==> src/rtl/score_keeper_pkg.sv <==
// Shared constants for the score keeper: default point values, level step,
// BCD digit width, FSM state encoding and the points-times-level helper.
package score_keeper_pkg;

    localparam int DEF_PTS_1         = 1;
    localparam int DEF_PTS_2         = 3;
    localparam int DEF_PTS_3         = 5;
    localparam int DEF_PTS_4         = 8;
    localparam int DEF_LINES_PER_LVL = 10;

    localparam int DIGIT_W     = 4;
    localparam int CLR_LINES_W = 3;
    localparam int PENDING_W   = 6;

    localparam logic [DIGIT_W-1:0] BCD_MAX = 4'd9;

    localparam logic [0:0] ST_IDLE = 1'b0;
    localparam logic [0:0] ST_ADD  = 1'b1;

    // base * (lvl + 1) built from shifts and one add so no multiplier is inferred.
    function automatic logic [PENDING_W-1:0] scale_by_level(input logic [PENDING_W-1:0] base,
                                                            input logic [1:0]           lvl);
        case (lvl)
            2'd0:    return base;
            2'd1:    return base << 1;
            2'd2:    return base + (base << 1);
            default: return base << 2;
        endcase
    endfunction

endpackage

==> src/rtl/score_keeper_if.sv <==
// Line-clear event handshake between the settling logic (master) and the
// score keeper (slave).
//   clr_valid  master -> slave  event offered
//   clr_lines  master -> slave  lines cleared by the event
//   clr_ready  slave  -> master event can be accepted this cycle
interface score_keeper_if;
    import score_keeper_pkg::*;

    logic                   clr_valid;
    logic [CLR_LINES_W-1:0] clr_lines;
    logic                   clr_ready;

    modport master (output clr_valid, output clr_lines, input clr_ready);
    modport slave  (input clr_valid, input clr_lines, output clr_ready);

endinterface

==> src/rtl/score_keeper_bcd_digit.sv <==
// One decade counter (bcd_digit) of the score chain.
//   clk, resetn  clock and async active-low reset
//   clear        synchronous clear to 0, wins over inc_in
//   inc_in       count up by one this cycle
//   carry_out    inc_in while the digit is at 9 (digit wraps to 0)
//   q            current digit, always 0..9
module score_keeper_bcd_digit
    import score_keeper_pkg::*;
(
    input  logic               clk,
    input  logic               resetn,
    input  logic               clear,
    input  logic               inc_in,
    output logic               carry_out,
    output logic [DIGIT_W-1:0] q
);

    logic [DIGIT_W-1:0] q_q;
    logic [DIGIT_W-1:0] q_d;

    always_comb begin
        q_d = q_q;
        if (clear) begin
            q_d = '0;
        end else if (inc_in) begin
            q_d = (q_q >= BCD_MAX) ? '0 : q_q + 1'b1;
        end
    end

    always_ff @(posedge clk or negedge resetn) begin
        if (!resetn) begin
            q_q <= '0;
        end else begin
            q_q <= q_d;
        end
    end

    assign carry_out = inc_in && (q_q == BCD_MAX);
    assign q         = q_q;

endmodule

==> src/rtl/score_keeper.sv <==
// Score keeper: accepts line-clear events, adds PTS_n * (level+1) points to a
// 4-digit BCD score one unit per clock, and steps the fall-speed level every
// LINES_PER_LVL cleared lines.
//   clk          system clock
//   resetn       async active-low reset
//   game_reset   synchronous new-game clear
//   clr_if       line-clear event handshake (slave side)
//   score_*      BCD score digits, thousands..units
//   level        speed level 0..3
//   saturated    score has hit 9999
//
//   state | meaning
//   ------+-----------------------------------------------
//   IDLE  | waiting for an event, clr_ready high
//   ADD   | rippling pending points into the score, 1/clk
module score_keeper
    import score_keeper_pkg::*;
#(
    parameter int PTS_1         = DEF_PTS_1,
    parameter int PTS_2         = DEF_PTS_2,
    parameter int PTS_3         = DEF_PTS_3,
    parameter int PTS_4         = DEF_PTS_4,
    parameter int LINES_PER_LVL = DEF_LINES_PER_LVL
)(
    input  logic               clk,
    input  logic               resetn,
    input  logic               game_reset,
    score_keeper_if.slave      clr_if,
    output logic [DIGIT_W-1:0] score_thsnd,
    output logic [DIGIT_W-1:0] score_hndrd,
    output logic [DIGIT_W-1:0] score_tens,
    output logic [DIGIT_W-1:0] score_units,
    output logic [1:0]         level,
    output logic               saturated
);

    logic [0:0]           state_q,   state_d;
    logic [PENDING_W-1:0] pending_q, pending_d;
    logic [3:0]           tally_q,   tally_d;
    logic [1:0]           level_q,   level_d;
    logic                 sat_q,     sat_d;

    logic [4:0]           tally_sum;
    logic [PENDING_W-1:0] base_pts;
    logic                 lines_ok;
    logic                 accept;
    logic                 all_nines;
    logic                 inc_units;
    logic [3:0]           carry;
    logic [DIGIT_W-1:0]   digit [4];

    // resetn in the ready term keeps clr_ready low for the whole reset pulse.
    assign clr_if.clr_ready = resetn && (state_q == ST_IDLE) && !game_reset;
    assign accept           = clr_if.clr_valid && clr_if.clr_ready;
    assign lines_ok         = (clr_if.clr_lines >= 3'd1) && (clr_if.clr_lines <= 3'd4);

    always_comb begin
        case (clr_if.clr_lines)
            3'd1:    base_pts = PENDING_W'(PTS_1);
            3'd2:    base_pts = PENDING_W'(PTS_2);
            3'd3:    base_pts = PENDING_W'(PTS_3);
            3'd4:    base_pts = PENDING_W'(PTS_4);
            default: base_pts = '0;
        endcase
    end

    assign all_nines = (digit[0] == BCD_MAX) && (digit[1] == BCD_MAX) &&
                       (digit[2] == BCD_MAX) && (digit[3] == BCD_MAX);
    assign inc_units = (state_q == ST_ADD) && !all_nines && !game_reset;

    // digit[0] = units ... digit[3] = thousands; each carry feeds the next decade.
    for (genvar g = 0; g < 4; g++) begin : g_digit
        score_keeper_bcd_digit u_digit (
            .clk       (clk),
            .resetn    (resetn),
            .clear     (game_reset),
            .inc_in    ((g == 0) ? inc_units : carry[(g == 0) ? 0 : g - 1]),
            .carry_out (carry[g]),
            .q         (digit[g])
        );
    end

    always_comb begin
        state_d   = state_q;
        pending_d = pending_q;
        tally_d   = tally_q;
        level_d   = level_q;
        sat_d     = sat_q;
        tally_sum = {1'b0, tally_q} + {2'b00, clr_if.clr_lines};

        if (game_reset) begin
            state_d   = ST_IDLE;
            pending_d = '0;
            tally_d   = '0;
            level_d   = '0;
            sat_d     = 1'b0;
        end else begin
            case (state_q)
                ST_IDLE: begin
                    // Out-of-range line counts are consumed without effect.
                    if (accept && lines_ok) begin
                        pending_d = scale_by_level(base_pts, level_q);
                        state_d   = ST_ADD;
                        if (tally_sum >= 5'(LINES_PER_LVL)) begin
                            tally_d = 4'(tally_sum - 5'(LINES_PER_LVL));
                            if (level_q != 2'd3) begin
                                level_d = level_q + 2'd1;
                            end
                        end else begin
                            tally_d = tally_sum[3:0];
                        end
                    end
                end
                default: begin
                    if (all_nines) begin
                        sat_d     = 1'b1;
                        pending_d = '0;
                        state_d   = ST_IDLE;
                    end else begin
                        pending_d = pending_q - 1'b1;
                        if (pending_q == PENDING_W'(1)) begin
                            state_d = ST_IDLE;
                        end
                    end
                end
            endcase
            // Thousands carry can only appear on a 9999 wrap, which the gated
            // chain never performs; treat it as saturation regardless.
            if (carry[3]) begin
                sat_d = 1'b1;
            end
        end
    end

    always_ff @(posedge clk or negedge resetn) begin
        if (!resetn) begin
            state_q   <= ST_IDLE;
            pending_q <= '0;
            tally_q   <= '0;
            level_q   <= '0;
            sat_q     <= 1'b0;
        end else begin
            state_q   <= state_d;
            pending_q <= pending_d;
            tally_q   <= tally_d;
            level_q   <= level_d;
            sat_q     <= sat_d;
        end
    end

    assign score_units = digit[0];
    assign score_tens  = digit[1];
    assign score_hndrd = digit[2];
    assign score_thsnd = digit[3];
    assign level       = level_q;
    assign saturated   = sat_q;

endmodule

==> src/flat_wrapper.sv <==
// flat-port wrapper written by rule: the top's interface ports become plain ports
module score_keeper_flat import score_keeper_pkg::*;
#(
    parameter int PTS_1         = DEF_PTS_1,
    parameter int PTS_2         = DEF_PTS_2,
    parameter int PTS_3         = DEF_PTS_3,
    parameter int PTS_4         = DEF_PTS_4,
    parameter int LINES_PER_LVL = DEF_LINES_PER_LVL
)
  (clk, resetn, game_reset, score_thsnd, score_hndrd, score_tens, score_units, level, saturated, clr_if_clr_valid, clr_if_clr_lines, clr_if_clr_ready);
  score_keeper_if clr_if_i ();
  input  logic clk;
  input  logic resetn;
  input  logic game_reset;
  output logic [DIGIT_W-1:0] score_thsnd;
  output logic [DIGIT_W-1:0] score_hndrd;
  output logic [DIGIT_W-1:0] score_tens;
  output logic [DIGIT_W-1:0] score_units;
  output logic [1:0] level;
  output logic saturated;
  input wire logic [$bits(clr_if_i.clr_valid)-1:0] clr_if_clr_valid;
  input wire logic [$bits(clr_if_i.clr_lines)-1:0] clr_if_clr_lines;
  output wire logic [$bits(clr_if_i.clr_ready)-1:0] clr_if_clr_ready;
  assign clr_if_i.clr_valid = clr_if_clr_valid;
  assign clr_if_i.clr_lines = clr_if_clr_lines;
  assign clr_if_clr_ready = clr_if_i.clr_ready;
  score_keeper #(.PTS_1(PTS_1), .PTS_2(PTS_2), .PTS_3(PTS_3), .PTS_4(PTS_4), .LINES_PER_LVL(LINES_PER_LVL)) u_core (.clk(clk), .resetn(resetn), .game_reset(game_reset), .clr_if(clr_if_i), .score_thsnd(score_thsnd), .score_hndrd(score_hndrd), .score_tens(score_tens), .score_units(score_units), .level(level), .saturated(saturated));
endmodule
==> config.mk <==
export PLATFORM = sky130hd
export DESIGN_NAME = score_keeper_flat
export DESIGN_NICKNAME = d
export VERILOG_FILES = /design/src/rtl/score_keeper_pkg.sv /design/src/rtl/score_keeper_if.sv /design/src/rtl/score_keeper_bcd_digit.sv /design/src/rtl/score_keeper.sv /design/src/flat_wrapper.sv
export SDC_FILE = /design/constraint.sdc
export NUM_CORES = 1
export LEC_CHECK = 0
export ABC_AREA = 1
export CAP_MARGIN = 20
export CELL_PAD_IN_SITES_DETAIL_PLACEMENT = 1
export CELL_PAD_IN_SITES_GLOBAL_PLACEMENT = 1
export CORE_MARGIN = 2
export CORE_UTILIZATION = 43
export CTS_BUF_LIST = sky130_fd_sc_hd__clkbuf_4 sky130_fd_sc_hd__clkbuf_8
export DETAILED_ROUTE_END_ITERATION = 12
export PLACE_DENSITY_LB_ADDON = 0.1
export RECOVER_POWER = 25
export SKIP_CTS_REPAIR_TIMING = 1
export SLEW_MARGIN = 20
export SYNTH_ARGS = -nofsm -noshare
export SYNTH_HDL_FRONTEND = slang
export SYNTH_SLANG_ARGS = --single-unit
==> constraint.sdc <==
create_clock -name clk -period 2.3 [get_ports clk]
set_input_delay 0.345 -clock clk [delete_from_list [all_inputs] [get_ports clk]]
set_output_delay 0.345 -clock clk [all_outputs]
set_load 0.02 [all_outputs]
# After elaboration in Yosys (flattened, before gate mapping)

Cells that the tools add are included.

Add/subtract/negate cells: 9
Order comparisons: 7
Eq/ne operators: 13
Muxes and demuxes: 36
Bitwise operators: 1
Reductions and logical operators: 30

Operator list:

| cell                                                               | number |
|---|---|
| two-way mux 4 bit                                                  | 16 |
| two-way mux 6 bit                                                  | 4 |
| one-hot mux 6 bit (3 select lines)                                 | 1 |
| adder 4 x 1 -> 4 bit (second input constant)                       | 4 |
| == test 4 bit (second input constant)                              | 4 |
| greater-or-equal comparator 4 bit (second input constant)          | 4 |
| one-hot mux 4 bit (4 select lines)                                 | 1 |
| logical AND 1 bit                                                  | 14 |
| nonzero test 2 bit                                                 | 7 |
| two-way mux 2 bit                                                  | 5 |
| two-way mux 1 bit                                                  | 9 |
| nonzero test 3 bit                                                 | 3 |
| adder 4 x 5 -> 6 bit                                               | 1 |
| == test 3 x 2 -> 1 bit (second input constant)                     | 2 |
| == test 6 x 1 -> 1 bit (second input constant)                     | 1 |
| subtractor 6 x 1 -> 6 bit (second input constant)                  | 1 |
| adder 4 x 3 -> 5 bit                                               | 1 |
| greater-or-equal comparator 5 x 4 -> 1 bit (second input constant) | 1 |
| inequality test 2 bit (second input constant)                      | 2 |
| AND reduction 2 bit                                                | 2 |
| AND reduction 4 bit                                                | 1 |
| subtractor 4 bit (second input constant)                           | 1 |
| == test 3 x 1 -> 1 bit (second input constant)                     | 1 |
| == test 3 bit (second input constant)                              | 1 |
| other kinds (8)                                                    | 9 |

Register bits after elaboration: 30
Output and inout port bits: 20
Word-level logic and storage cells: 105

# Depth between registers and ports, before layout

Gate-level depths: netlist of the first run.

Depth in word-level cells: 13
Mapped depth: 15

# By module

A second synthesis of the first run with hierarchy kept.

Cells, all modules: 341
Area, all modules: 2486.1 sq um

By module, submodules not included:

| module                 | times used | cells an instance | area an instance (sq um) | seq. area each (sq um) |
|---|---|---|---|---|
| score_keeper           | 1          | 205               | 1425.1                   | 350.3 |
| score_keeper_bcd_digit | 4          | 34                | 265.3                    | 100.1 |

# Least setup slack after synthesis of the first run

OpenSTA, ideal clock, no wires.

Kind: register to register
Start point: register u_core.tally_q[0]
End point: register u_core.level_q[0] (netlist: u_core.level[0])
Library setup time: 0.066 ns
Arrival time: 1.852 ns
Data required time: 2.234 ns
Setup slack: 0.383 ns
Stages on the path, launching flop included: 11
Period minus slack after synthesis: 1.917 ns
Cells stage by stage: dfrtp_1 > ha_1 > fa_1 > xnor2_1 > ha_1 > nand2_1 > nand3_1 > nand2_1 > nand2_1 > nand3_1 > nand2_1

Word-level cells in the longest chain between the ends: 4

RTL lines:

| item                                       | RTL line            | RTL |
|---|---|---|
| from (decl)                                | score_keeper.sv:39  | `logic [3:0] tally_q, tally_d;` |
| from (signal assigned)                     | score_keeper.sv:145 | `tally_q <= tally_d;` |
| adder 4 x 3 -> 5 bit                       | score_keeper.sv:89  | `tally_sum = {1'b0, tally_q} + {2'b00, clr_if.clr_lines};` |
| greater-or-equal comparator 5 x 4 -> 1 bit | score_keeper.sv:104 | `if (tally_sum >= 5'(LINES_PER_LVL)) begin` |
| nonzero test 2 bit (no line)               | -                   |  |
| AND reduction 4 bit (no line)              | -                   |  |
| to (signal assigned)                       | score_keeper.sv:146 | `level_q <= level_d;` |
| to (decl)                                  | score_keeper.sv:40  | `logic [1:0] level_q, level_d;` |

No other way between the ends.
A chain may end at the register's enable or synchronous reset.

# Worst setup path after layout of the first run

Start point: input port clr_if_clr_lines[0]
End point: register u_core.level_q[1] (netlist: u_core.level[1])

Word-level cells in the longest chain between the ends: 5
Elaborated cells on any way between the ends: 9

RTL lines:

| item                                                                         | RTL line           | RTL |
|---|---|---|
| from (decl)                                                                  | flat_wrapper.sv:22 | `input wire logic [$bits(clr_if_i.clr_lines)-1:0] clr_if_clr_lines;` |
| parallel branches: the longest is 4 deep, another holds adder 4 x 3 -> 5 bit | -                  |  |
| AND reduction 4 bit (no line) (*)                                            | -                  |  |

Mark *: on every way between the ends.

==> results of run 1 <==
[Yosys cell counts, drive strengths merged]
cell    instances
a21oi           7
a31o            1
fa              2
ha             26
nor3            4
nand2          82
a41oi           2
inv            46
a22o            1
xor2            5
nand3          35
clkinv          1
dfrtp          30
o21ai          25
nand3b          1
o21a            1
a21boi          1
xnor2           5
o211ai          4
nand4           8
nor2           21
buf             4
o22ai           3
[metrics by stage]
step | power [mW] | cells | area, sq um | setup WS [ps]
2_1_floorplan | 0.796 | 315 | 2460 | 383
3_3_place_gp | 0.925 | 431 | 2930 | -108
3_5_place_dp | 0.939 | 431 | 2930 | -270
4_1_cts | 1.39 | 438 | 3020 | -7.71
5_1_grt | 1.46 | 439 | 3040 | 14.0
6_report | 1.37 | 439 | 3040 | 109
[sequential cells by signal, indices dropped and copies added (netlist names)]
name and cells:
u_core.state_q 1, u_core.saturated 1, u_core.level 2, u_core.tally_q 4, u_core.pending_q 6, u_core.g_digit.u_digit.q 16
[cell families (layout without fill, tap and decap cells)]
kind of cell	Yosys count	count (layout)	synth area share
compound gates	45	45	0.116
xor+xnor	10	10	0.0357
fa+ha+maj	28	28	0.149
buf+inv	51	103	0.0876
flops	30	30	0.306
simple gates	151	151	0.306
[power by group]
| group | total [mW] | internal (mW) | switching [mW] |
|---|---|---|---|
| Sequential | 0.586 | 0.553 | 0.0335 |
| Clock | 0.432 | 0.232 | 0.200 |
| Combinational | 0.349 | 0.150 | 0.199 |
[layout make-up]
type                    instances  area [sq um]
repair buffers                 49           430
fillers                       701          2460
well taps                      72          90.1
multi-input cells             234          1510
clock buffers                   7          83.8
flip-flops and latches         30           751
inverters                      47           178
[critical path: cells and delay by family]
| family | cells | cell delay [ps] |
|---|---|---|
| adders and majority gates | 3 | 970 |
| and+or+nand+nor | 6 | 540 |
| buffers and inverters | 2 | 510 |
[worst paths after layout]
check / start / endpoint / slack (ps)
max: clr_if_clr_lines[0] / u_core.level[1] / 110
max reg2reg: u_core.tally_q[0] / u_core.level[1] / 200
min: u_core.saturated / u_core.saturated / 520
max in group asynchronous: resetn / u_core.g_digit[3].u_digit.q[1] / 990
min reg2reg: u_core.saturated / u_core.saturated / 520
min in group asynchronous: resetn / u_core.g_digit[0].u_digit.q[1] / 780
[routing by layer]
layer	vias up	routed length, um	GRT usage
li1	1134	-	-
met2	22	3230	0.381
met3	8	146	0.0396
met5	-	0	0
met1	1088	2940	0.288
met4	0	79	0.0724
==> results.md, run 1 <==
* CP Cell Sequence: clkdlybuf4s50_1 > ha_2 > fa_2 > inv_1 > ha_1 > nand2_1 > nand3_2 > nand2_2 > nand2_1 > nand3_1 > nand2_1
* Post-route ant nets at 0
* Fmax at 456 MHz
* DR iter-0 viols at 53
* Slew Viols, Final at 0
* Layout cells sized above 1 at 0.169
* Core Box Area at 5510 sq um
* Critical Path RT at 2480 ps
* FF+latch count, synth at 30
* Clock root buffer: clkbuf_8
* Highest-count cells in the layout ignoring fill and taps: nand2_1, inv_1, dfrtp_1
* Post-route minimum period at 2190 ps
* Relative slew slack at 0.440
* # diodes at 0
* Area contributors post-synth: dfrtp_1, ha_1, nand2_1
* Kind of end point of the critical path: register
* Post-layout nets at 402
* Die width at 79.6 um
* Vias in the first global route at 2384
* Drt drc at 0
* Vias per cell at 5.13
* Starting density of the core at 0.446
* Count of different cell masters after synthesis at 35
* Largest net degree at the start of global routing at 31
* Lkg Pwr at 1.51 nW
* Clock transition at path regs at 70 ps
* Setup TNS at 0 ps
* Sequential area share after synthesis at 0.306
* Routed wire length per instance at 14.6 um
* Finished Core Util at 0.553
* # setup viols final at 0
* CP most frequent cell: nand2_1
* Die Ht at 79.6 um
* Post-DP HPWL at 4960 um
* Die ar. at 6330 sq um
* # H-tree levels at 2
* PD cells at 449 nW/um^2
* WP data arrival at 2370 ps
* Worst-Margin Slew at 840 ps
* Largest stage delay on the critical path at 560 ps
* I/O Pins at 27
* Synthesized cell area at 2460 sq um
* Commonest non-fill, non-tap cell in the layout: nand2_1
* CTS sink cnt at 30
* Average cell area after synthesis at 7.80 sq um
* Slowest cell on crit path: fa_2
* GR Util All Layers at 0.224
* Fin crit share at 0.952
* RSZ-0062 raised after global routing: no
* Cell taking the most area after synthesis: dfrtp_1
* Fin. Hold Viols at 0
* I/O Buffers at 26
* Synth top area share at 0.306
* GRT overflow at 0
* Worst skew pair latency at 290 ps
* Via Count at 2252
* Bufs on Longest Clock Path at 2
* DRT Wirelength at 6400 um
* Hold WC Path Type: reg2reg
* CTS Buf Count at 5
* Max-cap violations at 0
* Hold Path Stages at 1
* Peak supply drop at 500 uV
* CTS tree: yes
* Worst Path Max Fanout at 5
* Startpoint types: primary input
* Synthesized instance count at 315
* R2R cell count at 10
* First-pass GRT wire length at 11100 um
* Clk_skew at 7.36 ps
* Warnings, synthesis at 0
* # rows at 27
* Initial antenna violation count at 0
* 1st-pass router iterations at 4
* Syn Nets at 350
* RD Place Congestion at 0.868
* Status: finished, final reports clean
* Hold Slack at 519 ps
* Area grow syn2layout at 23.9%
* Kind of critical path: in2reg
No activity file was read; power rests on OpenSTA's default activity.
==> run 2, diff against run 1 <==
Settings changed: CORE_UTILIZATION 43 to 39.
Clock period 2.3 ns to 2.01 ns, I/O delays scaled along.
==> run 2 against run 1 <==
Against the previous run:
- the flow now finishes with violations (negative setup slack)
- first-iteration DRC count fell by 7.5%
- non-clock buffer count rose by 7
- largest power group unchanged
- register-to-register slack got worse by 220 ps
- critical path depth did not move
- sequential share of layout area fell by 1.1 points
- critical path type is now reg2reg
- combinational power rose by 22%
- highest routed layer unchanged
- largest cell class unchanged
==> results.md, run 2 (same netlist as run 1, synthesis figures left out) <==
* Hold WC Path Type: reg2reg (unchanged)
* Critical Path RT at 2240 ps (was 2480 ps)
* WP data arrival at 2250 ps (was 2370 ps)
* Setup TNS at -15.6 ps (was 0 ps)
* Largest stage delay on the critical path at 560 ps (about the same)
* Crit Reg-Reg Startpoint: u_core.tally_q[0] (unchanged)
* Routed wire length per instance at 14.8 um (was 14.6 um)
* Clk_skew at 4.82 ps (was 7.36 ps)
* CP Cell Sequence: ha_2 > fa_2 > inv_2 > nor2_1 > nand2_1 > nand2_2 > nand3_4 > nand2_4 > buf_4 > nand3_2 > nand2_1 (was clkdlybuf4s50_1 > ha_2 > fa_2 > inv_1 > ha_1 > nand2_1 > nand3_2 > nand2_2 > nand2_1 > nand3_1 > nand2_1)
* RD Place Congestion at 0.816 (was 0.868)
* Storage element area at 751 sq um (unchanged)
* I/O Pins at 27 (unchanged)
* Max-cap violations at 0 (unchanged)
* Hold Path Stages at 2 (was 1)
* Startpoint types: register (was primary input)
* CP most frequent cell: nand2_1 (unchanged)
* # rows at 28 (was 27)
* Largest register FFs at 16 (unchanged)
* Worst skew pair latency at 290 ps (about the same)
* Kind of end point of the critical path: register (unchanged)
* Kind of critical path: reg2reg (was in2reg)
* Fin. Hold Viols at 0 (unchanged)
* Starting density of the core at 0.410 (was 0.446)
* CTS sink cnt at 30 (unchanged)
* Setup WS pre-CTS at -487 ps (was -270 ps)
* PD cells at 539 nW/um^2 (was 449 nW/um^2)
* Vias in the first global route at 2318 (was 2384)
* Lkg Pwr at 1.60 nW (was 1.51 nW)
* I/O Buffers at 26 (unchanged)
* Drt drc at 0 (unchanged)
* Clock power share at 0.360 (was 0.316)
* RSZ-0062 raised after global routing: yes (was no)
* Initial antenna violation count at 0 (unchanged)
* GR Util All Layers at 0.191 (was 0.224)
* Total power draw at 1.71 mW (was 1.37 mW)
* Violated checks: negative setup slack
* Die Ht at 83.4 um (was 79.6 um)
* Highest-count cells in the layout ignoring fill and taps: nand2_1, inv_1, dfrtp_1 (unchanged)
* Clock transition at path regs at 70 ps (about the same)
* Flop2flop setup slack at -20 ps (was 200 ps)
* 1st-pass router iterations at 4 (unchanged)
* Bufs on Longest Clock Path at 2 (unchanged)
* # setup viols final at 1 (was 0)
* Die width at 83.4 um (was 79.6 um)
* NetSw at 530 uW (was 433 uW)
* First-pass GRT wire length at 11000 um (was 11100 um)
* Fin crit share at 1.01
* Worst Path Max Fanout at 5 (unchanged)
* Slew Viols, Final at 0 (unchanged)
* Die ar. at 6950 sq um (was 6330 sq um)
* Clock root buffer: clkbuf_8 (unchanged)
* Comb pwr share at 0.249 (was 0.256)
* Internal at 1.18 mW (was 935 uW)
* Sw Ratio at 0.309 (was 0.316)
* Post-route ant nets at 0 (unchanged)
* Peak supply drop at 387 uV (was 500 uV)
* CTS Buf Count at 5 (unchanged)
* Post-DP HPWL at 5050 um (was 4960 um)
* Largest net degree at the start of global routing at 31 (unchanged)
* Worst-Margin Slew at 796 ps (was 840 ps)
* Multi-input gate area at 1550 sq um (was 1510 sq um)
* # H-tree levels at 2 (unchanged)
* DR iter-0 viols at 49 (was 53)
* Post-layout nets at 409 (was 402)
* Final WS setup at -15.6 ps (was 109 ps)
* GRT overflow at 0 (unchanged)
* Post-route minimum period at 2030 ps
* Core Box Area at 5990 sq um (was 5510 sq um)
* Slowest cell on crit path: fa_2 (unchanged)
* Commonest non-fill, non-tap cell in the layout: nand2_1 (unchanged)
* DRT Wirelength at 6680 um (was 6400 um)
* Area grow syn2layout at 29.4% (was 23.9%)
* Via Count at 2306 (was 2252)
* Layout cells sized above 1 at 0.205 (was 0.169)
* Hold path startpoint: u_core.pending_q[3] (was u_core.saturated)
* Vias per cell at 5.12 (was 5.13)
* R2R cell count at 11 (was 10)
* Reg-to-Reg End: u_core.level[1] (unchanged)
* Status: complete, but fails checks (was finished, final reports clean)
* CTS tree: yes (unchanged)
* # diodes at 0 (unchanged)
* Relative slew slack at 0.470 (was 0.440)
* Worst hold endpoint: u_core.pending_q[3] (was u_core.saturated)
* Register share of total power at 0.391 (was 0.429)
* Fillers at 751 (was 701)
* Fmax at 494 MHz
-- run 2: changes by cell type in the layout (fill, tap and decap cells not counted), sizes merged --
cell           delta
bufinv            +1
dlymetal6s2s      +4
buf               +7
clkbuf            -2
clkinv            +2
clkdlybuf4s50     -4
-- run 2: layout make-up --
class	count	share of cell area
clock buffers	5	0.0216
multi-input cells	234	0.488
inverters	47	0.0559
flip-flops and latches	30	0.236
repair buffers	56	0.156
well taps	75	0.0295
clock inverters	3	0.0126
-- run 2: power by group through the flow --
stage / clock network, mW / registers [mW] / logic (mW)
after detailed placement: 0 / 0.681 / 0.398
final: 0.616 / 0.670 / 0.427
after floorplan: 0 / 0.693 / 0.217
after global routing: 0.665 / 0.676 / 0.476
after global placement: 0 / 0.680 / 0.384
after CTS: 0.631 / 0.670 / 0.401
-- run 2: routing by layer --
metal | share of wire | global-route usage | vias up
met5 | 0 | 0 | -
met4 | 0.011 | 0.0551 | 0
met3 | 0.023 | 0.0318 | 6
met2 | 0.52 | 0.342 | 24
met1 | 0.45 | 0.236 | 1127
li1 | - | - | 1149
-- run 2: critical path, delay by kind of cell (launching register included) --
kind,cells,cell delay [ps]
adder cells (fa/ha/maj),2,770
AND/OR/NAND/NOR,7,630
flip-flops,1,400
buffers and inverters,2,180
-- run 2: worst max-delay path by stage --
stage	slack, ps	to	cells after the start	startpoint
after floorplan	90	u_core.level[0]	10	u_core.tally_q[0]
after CTS	-240	u_core.level[0]	11	clr_if_clr_lines[0]
after global placement	-360	u_core.level[0]	11	clr_if_clr_lines[0]
final	-20	u_core.level[1]	11	u_core.tally_q[0]
after global routing	-130	u_core.level[1]	11	u_core.tally_q[0]
after detailed placement	-490	u_core.level[0]	11	clr_if_clr_lines[0]
-- run 2: per-stage QoR --
stage | util | instance area (sq um) | hold WS (ps) | cells
2_1_floorplan | - | 2460 | 5.91 | 315
3_3_place_gp | 0.493 | 2950 | 497 | 436
3_5_place_dp | 0.493 | 2950 | 503 | 436
4_1_cts | 0.511 | 3060 | 506 | 444
5_1_grt | 0.531 | 3180 | 531 | 450
6_report | 0.531 | 3180 | 519 | 450
==> run 3, diff against run 2 <==
Settings changed: ABC_AREA 1 to unset, CORE_UTILIZATION 39 to 40.
==> run 3 against run 2 <==
Against the previous run:
- sequential power is 5.4% lower
- register-to-register slack got worse by 450 ps
- critical path depth is 2 lower
- first-iteration DRC count rose to 2.6 times the previous value
- global-route usage increased by 5.5 points
- worst hold slack lost 230 ps
- wire length up 32%
- synthesized cell count fell by 13%
- power decreased by 0.26%
- cell count is 0.44% lower
- critical path type unchanged
- largest cell class unchanged
- highest routed layer unchanged
- the run still ends with negative setup slack left
- via count up 13%
==> results.md, run 3 <==
* # diodes at 0 (unchanged)
* Relative slew slack at 0.445 (was 0.470)
* RD Place Congestion at 0.880 (was 0.816)
* DRT Wirelength at 8830 um (was 6680 um)
* Post-route minimum period at 2480 ps (was 2030 ps)
* Post-DP HPWL at 5750 um (was 5050 um)
* Post-synth top cells: dfrtp_1, ha_1, a21oi_1 (was nand2_1, inv_1, dfrtp_1, nand3_1, ha_1)
* Synthesized cell area at 2440 sq um (was 2460 sq um)
* # setup viols final at 12 (was 1)
* Final WS setup at -467 ps (was -15.6 ps)
* Commonest non-fill, non-tap cell in the layout: buf_4 (was nand2_1)
* Startpoint types: register (unchanged)
* Fmax at 404 MHz (was 494 MHz)
* Worst-Margin Slew at 826 ps (was 796 ps)
* Kind of critical path: reg2reg (unchanged)
* Warnings, synthesis at 0 (unchanged)
* Post-route ant nets at 0 (unchanged)
* CP most frequent cell: ha_2 (was nand2_1)
* CTS Buf Count at 5 (unchanged)
* Count of different cell masters after synthesis at 58 (was 35)
* Worst skew pair latency at 300 ps (was 290 ps)
* Uppermost routed layer: met4 (unchanged)
* Worst Path Max Fanout at 3 (was 5)
* Fin crit share at 1.23 (was 1.01)
* Synth top area share at 0.308 (was 0.306)
* Wire length on met2 at 4640 um (was 3460 um)
* 1st-pass router iterations at 4 (unchanged)
* Clock transition at path regs at 80 ps (was 70 ps)
* Die width at 82.1 um (was 83.4 um)
* Slew Viols, Final at 0 (unchanged)
* Delay-heaviest family, CP: adder cells (unchanged)
* Design area at 3700 sq um (was 3180 sq um)
* Fin. Hold Viols at 0 (unchanged)
* Area contributors post-synth: dfrtp_1, ha_1, a21oi_1 (was dfrtp_1, ha_1, nand2_1)
* Via Count at 2617 (was 2306)
* Post-layout nets at 407 (was 409)
* Lkg Pwr at 1.71 nW (was 1.60 nW)
* Routed wire length per instance at 19.7 um (was 14.8 um)
* RSZ-0062 raised after global routing: yes (unchanged)
* Violated checks: negative setup slack (unchanged)
* Layout cells sized above 1 at 0.365 (was 0.205)
* Max-cap violations at 0 (unchanged)
* Clock root buffer: clkbuf_8 (unchanged)
* Hold WC Path Type: in2async (was reg2reg)
* CTS sink cnt at 30 (unchanged)
* Largest register FFs at 16 (unchanged)
* DP Area at 3290 sq um (was 2950 sq um)
* Average cell area after synthesis at 8.90 sq um (was 7.80 sq um)
* Area grow syn2layout at 51.8% (was 29.4%)
* Sequential area share after synthesis at 0.308 (was 0.306)
* WP data arrival at 2660 ps (was 2250 ps)
* DR iter-0 viols at 127 (was 49)
* Total power draw at 1.71 mW (about the same)
* Largest stage delay on the critical path at 440 ps (was 560 ps)
* Status: complete, but fails checks (unchanged)
* Slowest cell on crit path: dfrtp_1 (was fa_2)
* Synthesized instance count at 274 (was 315)
* Die ar. at 6740 sq um (was 6950 sq um)
* Drt drc at 0 (unchanged)
* Met1 Wirelength at 3810 um (was 3000 um)
* Fillers at 699 (was 751)
* I/O Buffers at 26 (unchanged)
* # H-tree levels at 2 (unchanged)
* Initial antenna violation count at 0 (unchanged)
* CP bufs+invs at 0 (was 2)
* Starting density of the core at 0.412 (was 0.410)
* Bufs on Longest Clock Path at 2 (unchanged)
* FF+latch count, synth at 30 (unchanged)
* # rows at 28 (unchanged)
* I/O Pins at 27 (unchanged)
* Largest net degree at the start of global routing at 28 (was 31)
* PD cells at 462 nW/um^2 (was 539 nW/um^2)
* Highest-count cells in the layout ignoring fill and taps: buf_4, dfrtp_1, nand2_1, clkdlybuf4s50_1 (was nand2_1, inv_1, dfrtp_1)
* Die Ht at 82.1 um (was 83.4 um)
* Vias per cell at 5.84 (was 5.12)
* Vias in the first global route at 2739 (was 2318)
* Cell taking the most area after synthesis: dfrtp_1 (unchanged)
* GRT overflow at 0 (unchanged)
* Critical Path RT at 2190 ps (was 2240 ps)
* Async S/R FF share, synth at 1.00 (unchanged)
* Syn Nets at 309 (was 350)
* Most frequent cell after synthesis: dfrtp_1 (was nand2_1)
* Core Box Area at 5920 sq um (was 5990 sq um)
* CP Cell Sequence: ha_2 > fa_2 > xnor2_2 > ha_2 > or2b_1 > a31o_4 > and4b_1 > nand3_1 > a21oi_1 (was ha_2 > fa_2 > inv_2 > nor2_1 > nand2_1 > nand2_2 > nand3_4 > nand2_4 > buf_4 > nand3_2 > nand2_1)
* Kind of end point of the critical path: register (unchanged)
* GR Util All Layers at 0.246 (was 0.191)
* Peak supply drop at 411 uV (was 387 uV)
* Setup TNS at -2310 ps (was -15.6 ps)
* CTS tree: yes (unchanged)
* Clk_skew at 10.9 ps (was 4.82 ps)
* Post-synth EDFFs at 0 (unchanged)
* Met3 Wirelength at 264 um (was 152 um)
* Top FF cell, synth: dfrtp_1 (unchanged)
* First-pass GRT wire length at 12800 um (was 11000 um)
[run 3: cell types whose count changed after synthesis, sizes merged, moves of 7 or more]
cell,change
a21o,+7
a21oi,+18
inv,-23
nand2,-60
nand3,-27
nand4,-7
o21ai,-16
[run 3: final cells by class]
type | instances | area [sq um] | area share
clock buffer | 5 | 68.8 | 0.0186
clock inverter | 3 | 45.0 | 0.0122
inverter | 23 | 91.3 | 0.0247
multi-input combinational | 213 | 1810 | 0.489
sequential | 30 | 757 | 0.205
tap | 75 | 93.8 | 0.0254
timing repair buffer | 99 | 835 | 0.225
[run 3: cells by family (layout without fill, tap and decap cells)]
group | after synthesis | after routing | synth area share
XOR/XNOR | 4 | 4 | 0.0144
AND/OR/NAND/NOR | 97 | 97 | 0.221
flip-flops | 30 | 30 | 0.308
multiplexers | 4 | 4 | 0.0174
buffers and inverters | 31 | 130 | 0.0569
AO/OA/AOI/OAI | 80 | 80 | 0.232
adder cells (fa/ha/maj) | 28 | 28 | 0.150
[run 3: per-layer routing]
layer  vias up  global-route usage
met2        58               0.435
met3        10              0.0352
li1       1208                   -
met4         0              0.0650
met5         -                   0
met1      1341               0.314
[run 3: worst paths after layout]
path                            slack (ps)                              to           startpoint  depth (start not counted)
worst min-delay path                   290               u_core.tally_q[2]               resetn                          1
max in group asynchronous              700  u_core.g_digit[0].u_digit.q[1]               resetn                          2
min in group clk                       560             u_core.pending_q[5]  u_core.pending_q[5]                          2
worst min register to register         560             u_core.pending_q[5]  u_core.pending_q[5]                          2
worst max register to register        -470                 u_core.level[1]    u_core.tally_q[0]                          9
worst max-delay path                  -470                 u_core.level[1]    u_core.tally_q[0]                          9
[run 3: through the flow]
step / setup slack [ps] / utilization / instances / hold WS, ps
floorplan: -285 / - / 274 / 5.91
global placement: -667 / 0.556 / 429 / 516
detailed placement: -722 / 0.556 / 429 / 515
CTS: -417 / 0.575 / 437 / 219
global route: -580 / 0.625 / 448 / 289
finish: -467 / 0.625 / 448 / 287
[run 3: worst register-to-register path, cell delays in order, from the launching register on]
cell	delay (ps)
dfrtp_1	440
ha_2	220
fa_2	400
xnor2_2	200
ha_2	210
or2b_1	270
a31o_4	240
and4b_1	220
nand3_1	90
a21oi_1	70
[run 3: report_power, final]
| group | total, mW | switching (mW) | internal (mW) |
|---|---|---|---|
| combinational | 0.427 | 0.232 | 0.194 |
| clock | 0.647 | 0.278 | 0.369 |
| sequential | 0.634 | 0.0163 | 0.618 |
